$ cat src/rtl/bin_to_bcd_seq.sv
// Sequential double-dabble binary-to-BCD converter with start/busy/done handshake.
// Optional macro BIN2BCD_SATURATE_EN: out-of-range operands produce all-nines instead of the modulo result.
module bin_to_bcd_seq #(
    parameter int IN_W   = 14,
    parameter int DIGITS = 4
) (
    input  logic                  i_clk,
    input  logic                  i_rst_n,
    input  logic                  i_start,
    input  logic [IN_W-1:0]       i_bin,
    output logic [4*DIGITS-1:0]   o_bcd,
    output logic                  o_busy,
    output logic                  o_done,
    output logic                  o_ovf
);

    localparam int BCD_W   = 4 * DIGITS;
    localparam int CNT_W   = $clog2(IN_W + 1);
    localparam int MAX_VAL = (10 ** DIGITS) - 1;

    typedef enum logic [1:0] {
        ST_IDLE  = 2'd0,
        ST_SHIFT = 2'd1,
        ST_DONE  = 2'd2
    } state_t;

    state_t             state_q, state_d;
    logic [IN_W-1:0]    opnd_q, opnd_d;
    logic [BCD_W-1:0]   scratch_q, scratch_d;
    logic [CNT_W-1:0]   cnt_q, cnt_d;
    logic               ovf_flag_q, ovf_flag_d;
    logic [BCD_W-1:0]   bcd_q, bcd_d;
    logic               busy_q, busy_d;
    logic               done_q, done_d;
    logic               ovf_q, ovf_d;

    logic [BCD_W-1:0]   adj;
    logic [BCD_W-1:0]   nines;

    genvar gi;
    generate
        for (gi = 0; gi < DIGITS; gi++) begin : g_nines
            assign nines[4*gi +: 4] = 4'd9;
        end
    endgenerate

    // Per-digit +3 correction; carries only propagate through the following shift.
    always_comb begin
        adj = scratch_q;
        for (int d = 0; d < DIGITS; d++) begin
            if (scratch_q[4*d +: 4] >= 4'd5) begin
                adj[4*d +: 4] = scratch_q[4*d +: 4] + 4'd3;
            end
        end
    end

    always_comb begin
        state_d    = state_q;
        opnd_d     = opnd_q;
        scratch_d  = scratch_q;
        cnt_d      = cnt_q;
        ovf_flag_d = ovf_flag_q;
        bcd_d      = bcd_q;
        busy_d     = 1'b0;
        done_d     = 1'b0;
        ovf_d      = ovf_q;
        case (state_q)
            ST_IDLE: begin
                if (i_start) begin
                    opnd_d     = i_bin;
                    scratch_d  = '0;
                    cnt_d      = CNT_W'(IN_W);
                    ovf_flag_d = 32'(i_bin) > 32'(MAX_VAL);
                    busy_d     = 1'b1;
                    state_d    = ST_SHIFT;
                end
            end
            ST_SHIFT: begin
                scratch_d = {adj[BCD_W-2:0], opnd_q[IN_W-1]};
                opnd_d    = {opnd_q[IN_W-2:0], 1'b0};
                cnt_d     = cnt_q - CNT_W'(1);
                if (cnt_q == CNT_W'(1)) begin
                    // Outputs are registered on entry to DONE so they coincide with that cycle.
                    state_d = ST_DONE;
                    done_d  = 1'b1;
                    ovf_d   = ovf_flag_q;
`ifdef BIN2BCD_SATURATE_EN
                    bcd_d   = ovf_flag_q ? nines : scratch_d;
`else
                    bcd_d   = scratch_d;
`endif
                end else begin
                    busy_d = 1'b1;
                end
            end
            ST_DONE: begin
                state_d = ST_IDLE;
            end
            default: begin
                state_d = ST_IDLE;
            end
        endcase
    end

    always_ff @(posedge i_clk) begin
        if (!i_rst_n) begin
            state_q    <= ST_IDLE;
            opnd_q     <= '0;
            scratch_q  <= '0;
            cnt_q      <= '0;
            ovf_flag_q <= 1'b0;
            bcd_q      <= '0;
            busy_q     <= 1'b0;
            done_q     <= 1'b0;
            ovf_q      <= 1'b0;
        end else begin
            state_q    <= state_d;
            opnd_q     <= opnd_d;
            scratch_q  <= scratch_d;
            cnt_q      <= cnt_d;
            ovf_flag_q <= ovf_flag_d;
            bcd_q      <= bcd_d;
            busy_q     <= busy_d;
            done_q     <= done_d;
            ovf_q      <= ovf_d;
        end
    end

`ifndef BIN2BCD_SATURATE_EN
    // The all-nines pattern is only consumed by the saturating build.
    logic unused_nines;
    assign unused_nines = ^nines;
`endif

    assign o_bcd  = bcd_q;
    assign o_busy = busy_q;
    assign o_done = done_q;
    assign o_ovf  = ovf_q;

endmodule

$ cat config.mk
export PLATFORM = sky130hd
export DESIGN_NAME = bin_to_bcd_seq
export DESIGN_NICKNAME = d
export VERILOG_FILES = /design/src/rtl/bin_to_bcd_seq.sv
export SDC_FILE = /design/constraint.sdc
export NUM_CORES = 1
export LEC_CHECK = 0
export ABC_AREA = 1
export BUFFER_PORTS_ARGS = -buffer_cell sky130_fd_sc_hd__buf_2
export CORE_MARGIN = 8
export CORE_UTILIZATION = 40
export DETAILED_ROUTE_END_ITERATION = 8
export GPL_TIMING_DRIVEN = 0
export SYNTH_ARGS = -nofsm -noshare
export SYNTH_HDL_FRONTEND = slang
export SYNTH_SLANG_ARGS = --single-unit
$ cat constraint.sdc
create_clock -name i_clk -period 1.7 [get_ports i_clk]
set_clock_uncertainty 0.05 [all_clocks]
set_input_delay 0 -clock i_clk [delete_from_list [all_inputs] [get_ports i_clk]]
set_output_delay 0 -clock i_clk [all_outputs]
set_load 0.01 [all_outputs]
# Word level (Yosys, flattened, before mapping)
# Cells that the tools add are included.
dict set report totals {
  ff_bits 56
  latchBits 0
  ramBits 0
  mem_bits_ro 0
  in_bits 17
  out_inout_bits 19
  wordCells 47
  mem_count 0
}
dict set report op_classes {
  n_addsub 5
  multipliers 0
  n_div 0
  n_lt_le_gt_ge 5
  n_eq_ne 4
  shift 0
  mux 17
  bitwise_logic 0
  reduce_logical 7
}
# cell count
set op_table {}
lappend op_table {{$pmux 16 s2} 1}
lappend op_table {{$pmux 14 s2} 1}
lappend op_table {{$ge 4x3->1 const B} 4}
lappend op_table {{$mux 16} 1}
lappend op_table {{$mux 4} 4}
lappend op_table {{$gt 14x14->1 const B} 1}
lappend op_table {{$mux 14} 1}
lappend op_table {{$add 4x2->4 const B} 3}
lappend op_table {{$reduce_and 2->1} 5}
lappend op_table {{$pmux 4 s2} 1}
lappend op_table {{$eq 4x1->1 const B} 1}
lappend op_table {{$mux 2} 2}
lappend op_table {{$ne 2x2->1 const B} 2}
lappend op_table {{$pmux 2 s2} 1}
lappend op_table {{$sub 4x1->4 const B} 1}
lappend op_table {{$add 3x2->3 const B} 1}
lappend op_table {{$mux 1} 3}
lappend op_table {{$mux 3} 1}
lappend op_table {{$eq 2x1->1 const B} 1}
lappend op_table {{$logic_not 2->1} 1}
lappend op_table {{$pmux 1 s2} 1}
lappend op_table {{$reduce_bool 2->1} 1}

# Logic depth before layout (Yosys ltp)
# Gate-level depths: netlist of run 1.
dict set report depth {
  word_depth 3
  ltp_mapped 9
  depth_no_buf 9
}

# Worst setup path before layout of run 1
# OpenSTA, ideal clock, no wires.
dict set report synth_timing {
  path_kind {register to register}
  from {register cnt_q[1]}
  to {register bcd_q[12] (netlist: o_bcd[12])}
  setup_time_ns 0.109
  arrival_time_ns 1.118
  required_ns 1.541
  slack_ns 0.423
  stages_incl_launch_ff 10
  path_buffers 2
  period_less_slack_ns 1.277
  path_cell_list {dfxtp_1 -> inv_1 -> ha_1 -> nand3_1 -> nor2_2 -> buf_4 -> buf_6 -> nand2_1 -> nand2_1 -> inv_1}
}
dict set report synth_between {
  elab_chain_len 2
}
# element line_no
set synth_rtl {}
lappend synth_rtl {{start: declaration} 30} ;# logic [CNT_W-1:0] cnt_q, cnt_d;
lappend synth_rtl {{start signal: assignment} 120} ;# cnt_q <= cnt_d;
lappend synth_rtl {{$eq 4x1->1} 82} ;# if (cnt_q == CNT_W'(1)) begin
lappend synth_rtl {{$reduce_and 2->1 (no source line)} -}
lappend synth_rtl {{end signal: assignment} 112} ;# bcd_q <= '0;
lappend synth_rtl {{end signal: assignment} 122} ;# bcd_q <= bcd_d;
lappend synth_rtl {{end: declaration} 32} ;# logic [BCD_W-1:0] bcd_q, bcd_d;
# Every way passes these cells.
# A chain may end at the register's enable or synchronous reset.

# Final worst setup path of run 1
dict set report layout_timing {
  from {register cnt_q[1]}
  to {register bcd_q[10] (netlist: o_bcd[10])}
}
# Same word-level chain as after synthesis.

==> flow_summary.json, run 1 <==
{
  "status": "complete, no violations",
  "multi_input_area_um2": 1250,
  "drc": 0,
  "worstHoldPathCells": 4,
  "cts_buffers": 5,
  "synthesis.area_um2": 2610,
  "max-vdd-ir-drop_mv": 0.497,
  "p_leak_nw": 1.54,
  "synth_most_common_cell": "nand2_1",
  "top_level_ports": 36,
  "core_area_um2": 6310,
  "hold_viol": 0,
  "cp-end-kind": "flop",
  "fin_crit_sh": 0.893,
  "r2r_start": "cnt_q[1]$_SDFFE_PN0P_",
  "synth_cell_types": 20,
  "r2r-end": "o_bcd[10]$_SDFFE_PN0P_",
  "rsz0062_at_grt": "yes",
  "cts_setup_buffers": 0,
  "min_to": "cnt_q[0]$_SDFFE_PN0P_",
  "hpwl_um": 4560,
  "place.port_buffers": 35,
  "rows": 29,
  "layout-drive-gt1-share": 0.130,
  "cp_data_arrival_time_ps": 1680,
  "yosysTopAreaCellShare": 0.430,
  "grt_pass1_wl_um": 11400,
  "num_antenna_cells": 0,
  "min_from": "i_start",
  "synth_top_flop_cell": "dfxtp_1",
  "die_w_um": 96.7,
  "critPathRequiredTime_ps": 1860,
  "finalCriticalPeriod_ps": 1520,
  "seq_area_um2": 1120,
  "dr.pass1.iters": 4,
  "finalPower_w": 0.00262,
  "drtIter0Drc": 175,
  "final.setup.tns_ps": 0,
  "grt-ovfl-total": 0,
  "crit_type": "reg2reg",
  "htree_levels": 2,
  "final_util": 0.499,
  "grt_max_degree": 18,
  "dp.cells": 494,
  "fin_cells": 517,
  "netlist_top_cells_area": "dfxtp_1, nand2_1, a21oi_1, nand3_1, inv_1",
  "max_clock_freq_mhz": 659,
  "ys_seq_area_frac": 0.430,
  "clkSinkCount": 56,
  "area_growth_syn_to_layout_pct": 20.9,
  "routedWlPerCell_um": 12.6,
  "clockBufferDepth": 2,
  "syn_inst": 382,
  "grt_pass1_vias": 2427,
  "grt_usage": 0.143,
  "finalMaxSlewViolations": 0,
  "yosysWarnings": 0,
  "hold_class": "in2reg",
  "die_h_um": 96.7,
  "viasPerCell": 4.94,
  "place_area_um2": 2880,
  "p_per_area_nw_per_um2": 832,
  "vias": 2555,
  "design_area_um2": 3150,
  "synth_edf_count": 0,
  "reg2reg_setup_slack_ps": 180,
  "cp_max_fo": 10,
  "setup_violations": 0,
  "synthTopCellsByCount": "nand2_1, dfxtp_1, a21oi_1",
  "slew_headroom": 0.589,
  "gp_congestion": 0.842,
  "tightestPinTransition_ps": 617,
  "root_buffer": "clkbuf_8",
  "fill_cells": 665,
  "cts_tree": "built",
  "insertion_delay_ps": 310,
  "post_synth.cell_area_avg_um2": 6.83,
  "die_area_um2": 9360,
  "path_clk_slew_ps": 100,
  "start_util": 0.413,
  "routed_wl_um": 6520,
  "syn_nets": 409,
  "ant_nets": 0,
  "start_kind": "flop",
  "cap_violations": 0,
  "synth-seq-cells": 56,
  "synth_top_area_cell": "dfxtp_1",
  "reg2reg_depth": 8,
  "final_nets": 466,
  "synthArstFlopShare": 0,
  "antenna_found_initial": 0
}
## worst max-delay path by stage
stage	from	endpoint	slack, ps	depth (start not counted)
finish	cnt_q[1]$_SDFFE_PN0P_	o_bcd[10]$_SDFFE_PN0P_	180	8
CTS	cnt_q[1]$_SDFFE_PN0P_	o_bcd[10]$_SDFFE_PN0P_	150	8
detailed placement	cnt_q[1]$_SDFFE_PN0P_	o_bcd[10]$_SDFFE_PN0P_	180	8
global placement	cnt_q[1]$_SDFFE_PN0P_	o_bcd[10]$_SDFFE_PN0P_	190	8
global route	cnt_q[1]$_SDFFE_PN0P_	o_bcd[7]$_SDFFE_PN0P_	-0.5	8
floorplan	cnt_q[1]$_SDFFE_PN0P_	o_bcd[12]$_SDFFE_PN0P_	420	9
## routing by layer
metal / share of wire / up-vias / global-route usage
met5: 0 / - / 0
met4: 0.012 / 0 / 0.0391
met3: 0.045 / 6 / 0.0327
met2: 0.46 / 51 / 0.235
met1: 0.48 / 1162 / 0.182
li1: - / 1336 / -
## cell type report
class                           count  share of cell area
Buffer                             15              0.0254
Clock buffer                        6              0.0262
Clock inverter                      2              0.0123
Inverter                           42              0.0500
Multi-Input combinational cell    269               0.397
Sequential cell                    56               0.356
Tap cell                           77              0.0306
Timing Repair Buffer               50               0.103
## placed cells by master (no fill, tap or decap), types with 2 or more instances in the layout
master	n
a21oi_1	44
buf_2	42
buf_4	2
clkbuf_1	4
clkbuf_8	6
dfxtp_1	56
dlygate4sd3_1	15
ha_1	10
inv_1	41
nand2_1	128
nand3_1	33
nand4_1	8
nor2_1	25
nor2_2	3
o21ai_0	11
o21ai_1	4
## through the flow
| stage | setup WS, ps | hold WS [ps] |
|---|---|---|
| global route | -0.477 | 127 |
| CTS | 155 | 82.5 |
| detailed placement | 181 | 212 |
| finish | 182 | 84.8 |
| floorplan | 423 | 88.4 |
| global placement | 185 | 212 |
## power breakdown
group          internal (W)  switching, W
clock              0.000483      0.000454
combinational      0.000115      0.000187
sequential          0.00136     0.0000250
## sequential cells by signal, summed over array words and instances, names as in the netlist
register / count
o_bcd: 16
scratch_q: 16
opnd_q: 14
cnt_q: 4
state_q: 2
o_busy: 1
o_done: 1
o_ovf: 1
ovf_flag_q: 1
## worst max-delay path, cell delays in order (launching register included)
cell and delay, ps:
dfxtp_1 310, inv_1 110, ha_1 160, nand3_1 110, nor2_2 140, inv_2 110
buf_4 200, a21oi_1 170, nor2_1 50
## kinds of logic after synthesis
group,after synthesis,share of synthesized area
AOI/OAI and AO/OA,62,0.122
and+or+nand+nor,197,0.310
buffers and inverters,57,0.0902
adders and majority gates,10,0.0480
DFF,56,0.430
## repair_timing
item	4_1_cts	5_1_grt
endpoints found under the setup margin	0	4
endpoints found under the hold margin	17	0
hold buffers	15	0
gates resized for setup	0	2
Note: power is estimated with default switching activity, not from simulation.
==> run 2, diff against run 1 <==
clock period = 1.9 ns   (was 1.7 ns; I/O delays follow)
==> run 2 against run 1 <==
Net effect: clock power down 10%; sequential share of layout area hardly changed; cell count unchanged; sequential cell count unchanged; critical path type unchanged; largest power group unchanged; highest routed layer unchanged.
==> flow_summary.json, run 2 (synthesis gave the netlist of run 1 again) <==
{
  "die_area_um2": 9360,
  "viasPerCell": 4.94,
  "drc": 0,
  "p_leak_nw": 1.53,
  "slew_headroom": 0.587,
  "hold_ws_ps": 84.9,
  "fin_crit_sh": 0.817,
  "max_clock_freq_mhz": 644,
  "grt_max_degree": 18,
  "routed_wl_um": 6530,
  "gp_congestion": 0.842,
  "slowest_stage": "dfxtp_1",
  "area_growth_syn_to_layout_pct": 20.8,
  "grt_pass1_vias": 2427,
  "ant_nets": 0,
  "top_layer_used": "met4",
  "final.setup.tns_ps": 0,
  "cts_resized": 0,
  "start_util": 0.413,
  "tightestPinTransition_ps": 619,
  "final_cell_mix": "nand2_1, dfxtp_1, a21oi_1",
  "layout-drive-gt1-share": 0.130,
  "rows": 29,
  "finalMaxSlewViolations": 0,
  "htree_levels": 2,
  "grt_usage": 0.143,
  "root_buffer": "clkbuf_8",
  "hold_class": "in2reg",
  "top_level_ports": 36,
  "start_kind": "flop",
  "routedWlPerCell_um": 12.6,
  "critPathTopFamily": "buffers and inverters",
  "critPathRequiredTime_ps": 2060,
  "insertion_delay_ps": 310,
  "grt_pass1_wl_um": 11400,
  "finalCriticalPeriod_ps": 1550,
  "dr_wl_met3_um": 284,
  "drtIter0Drc": 176,
  "status": "complete, no violations",
  "clockBufferDepth": 2,
  "path_cells": "inv_1, ha_1, nand3_1, nor2_2, inv_2, buf_2, a21oi_1, nor2_1",
  "vias": 2556,
  "finalPower_w": 0.00235,
  "cp_data_arrival_time_ps": 1710,
  "cp-end-kind": "flop",
  "cap_violations": 0,
  "rsz0062_at_grt": "no",
  "max-vdd-ir-drop_mv": 0.445,
  "die_h_um": 96.7,
  "clkSinkCount": 56,
  "crit_type": "reg2reg",
  "m1WireLength_um": 3170,
  "die_w_um": 96.7,
  "antenna_found_initial": 0,
  "num_antenna_cells": 0,
  "critPathBufInv": 3,
  "path_clk_slew_ps": 100,
  "cts_setup_buffers": 0,
  "cts_buffers": 5,
  "cts_tree": "built",
  "final_common_cell": "nand2_1",
  "place.port_buffers": 35,
  "grt-ovfl-total": 0,
  "setup_violations": 0,
  "p_per_area_nw_per_um2": 745,
  "cp_max_fo": 10,
  "hpwl_um": 4560,
  "cpPeakStageDelay_ps": 310,
  "dr_wl_met2_um": 2990,
  "final_nets": 466,
  "dr.pass1.iters": 5,
  "hold_viol": 0,
  "core_area_um2": 6310,
  "final_util": 0.499
}
run 2: cell counts in the layout (fill, tap and decap cells not counted):
Identical to the previous run, type by type.
run 2: what timing repair did:
item	in CTS	in global routing
endpoints found under the setup margin	0	0
hold buffers	15	0
hold endpoints to repair	17	0
run 2: routing by layer:
metal	track usage	vias to the layer above
li1	-	1336
met1	0.182	1165
met2	0.235	49
met3	0.0327	6
met4	0.0391	0
met5	0	-
run 2: cell type report:
class / instances / area (um2)
fill: 666 / 3160
multi-input combinational: 269 / 1250
timing repair buffer: 50 / 325
tap: 77 / 96.3
inverter: 42 / 158
buffer: 15 / 77.6
clock buffer: 6 / 82.6
clock inverter: 2 / 38.8
sequential: 56 / 1120
run 2: tightest hold or removal path, delay by kind of cell:
kind | cells | cell delay, ps
compound gates | 1 | 80
simple gates | 2 | 220
buf+inv | 1 | 100
run 2: worst paths after layout:
| check | start | depth (start not counted) | slack, ps | endpoint |
|---|---|---|---|---|
| max | cnt_q[1]$_SDFFE_PN0P_ | 8 | 350 | o_bcd[10]$_SDFFE_PN0P_ |
| min | i_start | 4 | 80 | cnt_q[0]$_SDFFE_PN0P_ |
| max reg2reg | cnt_q[1]$_SDFFE_PN0P_ | 8 | 350 | o_bcd[10]$_SDFFE_PN0P_ |
| min reg2reg | o_bcd[3]$_SDFFE_PN0P_ | 2 | 420 | o_bcd[3]$_SDFFE_PN0P_ |
run 2: power by group:
group / internal [W] / switching (W) / total (W)
clock: 0.000432 / 0.000407 / 0.000839
sequential: 0.00122 / 0.0000224 / 0.00124
combinational: 0.000103 / 0.000168 / 0.000271
run 2: metrics by stage:
step                      instances  instance area [um2]  setup slack [ps]
final                           517                 3150               348
after floorplan                 382                 2610               623
after global routing            517                 3150               172
after global placement          494                 2880               385
after detailed placement        494                 2880               381
after CTS                       517                 3150               355
==> run 3, diff against run 2 <==
clock period = 1.4 ns   (was 1.9 ns; I/O delays follow)
==> run 3 against run 2 <==
Net effect: sequential power up 35%; first-iteration DRC count down 36%; critical path depth unchanged; routed wire length up 5.0%; fmax up 17%; global-route usage up 0.15 points; sequential share of layout area down 1.8 points; clock-buffer cell count unchanged; non-clock buffer count up 7; total power up 38%; cell count up 1.4%; highest routed layer unchanged.
==> flow_summary.json, run 3 (synthesis gave the netlist of run 1 again) <==
{
  "max-vdd-ir-drop_mv": 0.606,
  "rows": 29,
  "fin_crit_sh": 0.945,
  "cts_buffers": 5,
  "dr.pass1.iters": 4,
  "start_kind": "flop",
  "hold_class": "in2reg",
  "cp_data_arrival_time_ps": 1520,
  "setup_violations": 0,
  "crit_type": "reg2reg",
  "root_buffer": "clkbuf_8",
  "finalMaxSlewViolations": 0,
  "rsz0062_at_grt": "yes",
  "die_area_um2": 9360,
  "cp_max_fo": 10,
  "path_cells": "inv_4, ha_4, nand3_4, nor2_4, buf_6, buf_8, nand2_1, a21oi_2",
  "cp-end-kind": "flop",
  "fin_cells": 524,
  "max_clock_freq_mhz": 756,
  "grt_pass1_vias": 2456,
  "seqPwrFrac": 0.520,
  "hpwl_um": 4560,
  "slowest_stage": "dfxtp_2",
  "final.setup.tns_ps": 0,
  "top_level_ports": 36,
  "grt_pass1_wl_um": 11500,
  "die_h_um": 96.7,
  "finalCriticalPeriod_ps": 1320,
  "cts_tree": "built",
  "htree_levels": 2,
  "start_util": 0.413,
  "grt_usage": 0.145,
  "routed_wl_um": 6850,
  "status": "complete, no violations",
  "die_w_um": 96.7,
  "insertion_delay_ps": 310,
  "dp.cells": 494,
  "power.switching_w": 0.000831,
  "grt_max_degree": 18,
  "layout-drive-gt1-share": 0.217,
  "core_area_um2": 6310,
  "drc": 0,
  "hold_viol": 0,
  "internal-power_w": 0.00240,
  "clkSinkCount": 56,
  "p_sw_frac": 0.257,
  "place.port_buffers": 35,
  "ant_nets": 0,
  "comb_power_share": 0.129,
  "gp_congestion": 0.842,
  "final_util": 0.537,
  "clockBufferDepth": 2,
  "path_clk_slew_ps": 100,
  "clockPowerShare": 0.351,
  "final_common_cell": "nand2_1",
  "final_nets": 473,
  "num_antenna_cells": 0,
  "vias": 2602,
  "antenna_found_initial": 0,
  "viasPerCell": 4.97,
  "hold_ws_ps": 50.9,
  "cpPeakStageDelay_ps": 340,
  "area_growth_syn_to_layout_pct": 30.0,
  "critPathRequiredTime_ps": 1600,
  "tightestPinTransition_ps": 638,
  "drtIter0Drc": 113,
  "finalPower_w": 0.00323,
  "grt-ovfl-total": 0,
  "slew_headroom": 0.574,
  "cap_violations": 0,
  "final_cell_mix": "nand2_1, dfxtp_1, a21oi_1",
  "p_per_area_nw_per_um2": 954,
  "routedWlPerCell_um": 13.1,
  "p_leak_nw": 1.61
}
run 3: timing repair:
| item | in CTS | in global routing |
|---|---|---|
| cloned | 0 | 1 |
| endpoints found under the hold margin | 17 | 0 |
| hold buffers | 15 | 0 |
| endpoints found under the setup margin | 23 | 45 |
| gates resized for setup | 13 | 43 |
| pin swaps | 2 | 9 |
| buffers inserted | 4 | 2 |
run 3: per-layer routing:
layer / part of all wire / track usage / vias up / wire length, um
met1: 0.46 / 0.182 / 1189 / 3180
met3: 0.050 / 0.0327 / 4 / 345
met5: 0 / 0 / - / 0
li1: - / - / 1357 / -
met4: 0.0091 / 0.0379 / 0 / 62
met2: 0.48 / 0.241 / 52 / 3260
run 3: per-stage QoR:
stage / setup WS, ps / cell area (um2)
2_1_floorplan: 123 / 2610
3_3_place_gp: -115 / 2880
3_5_place_dp: -119 / 2880
4_1_cts: 3.56 / 3230
5_1_grt: -21.2 / 3390
6_report: 77.0 / 3390
run 3: worst max-delay path, delay by kind of cell, from the launching register on:
family,cells,cell delay (ps)
and+or+nand+nor,3,270
AOI/OAI and AO/OA,1,110
adders and majority gates,1,140
DFF,1,340
buffers and inverters,3,350
run 3: path summary, 6_finish.rpt:
check	startpoint	depth (start not counted)	to	slack, ps
hold reg to reg	o_bcd[3]$_SDFFE_PN0P_	2	o_bcd[3]$_SDFFE_PN0P_	420
hold / removal	i_rst_n	3	state_q[1]$_SDFFE_PN0P_	50
setup reg to reg	cnt_q[1]$_SDFFE_PN0P_	8	o_bcd[7]$_SDFFE_PN0P_	80
setup / recovery	cnt_q[1]$_SDFFE_PN0P_	8	o_bcd[7]$_SDFFE_PN0P_	80
run 3: layout make-up:
class,count,area [um2]
fill,634,2920
buffer,15,109
tap,77,96.3
clock buffer,6,82.6
timing repair buffer,57,408
clock inverter,2,38.8
inverter,42,160
sequential,56,1140
multi-input combinational,269,1350
run 3: power groups by stage:
stage                     logic (W)  clock network, W  registers, W
after floorplan            0.000217                 0       0.00172
after global placement     0.000334                 0       0.00172
after detailed placement   0.000337                 0       0.00172
after CTS                  0.000384           0.00117       0.00168
after global routing       0.000468           0.00123       0.00169
final                      0.000417           0.00114       0.00168
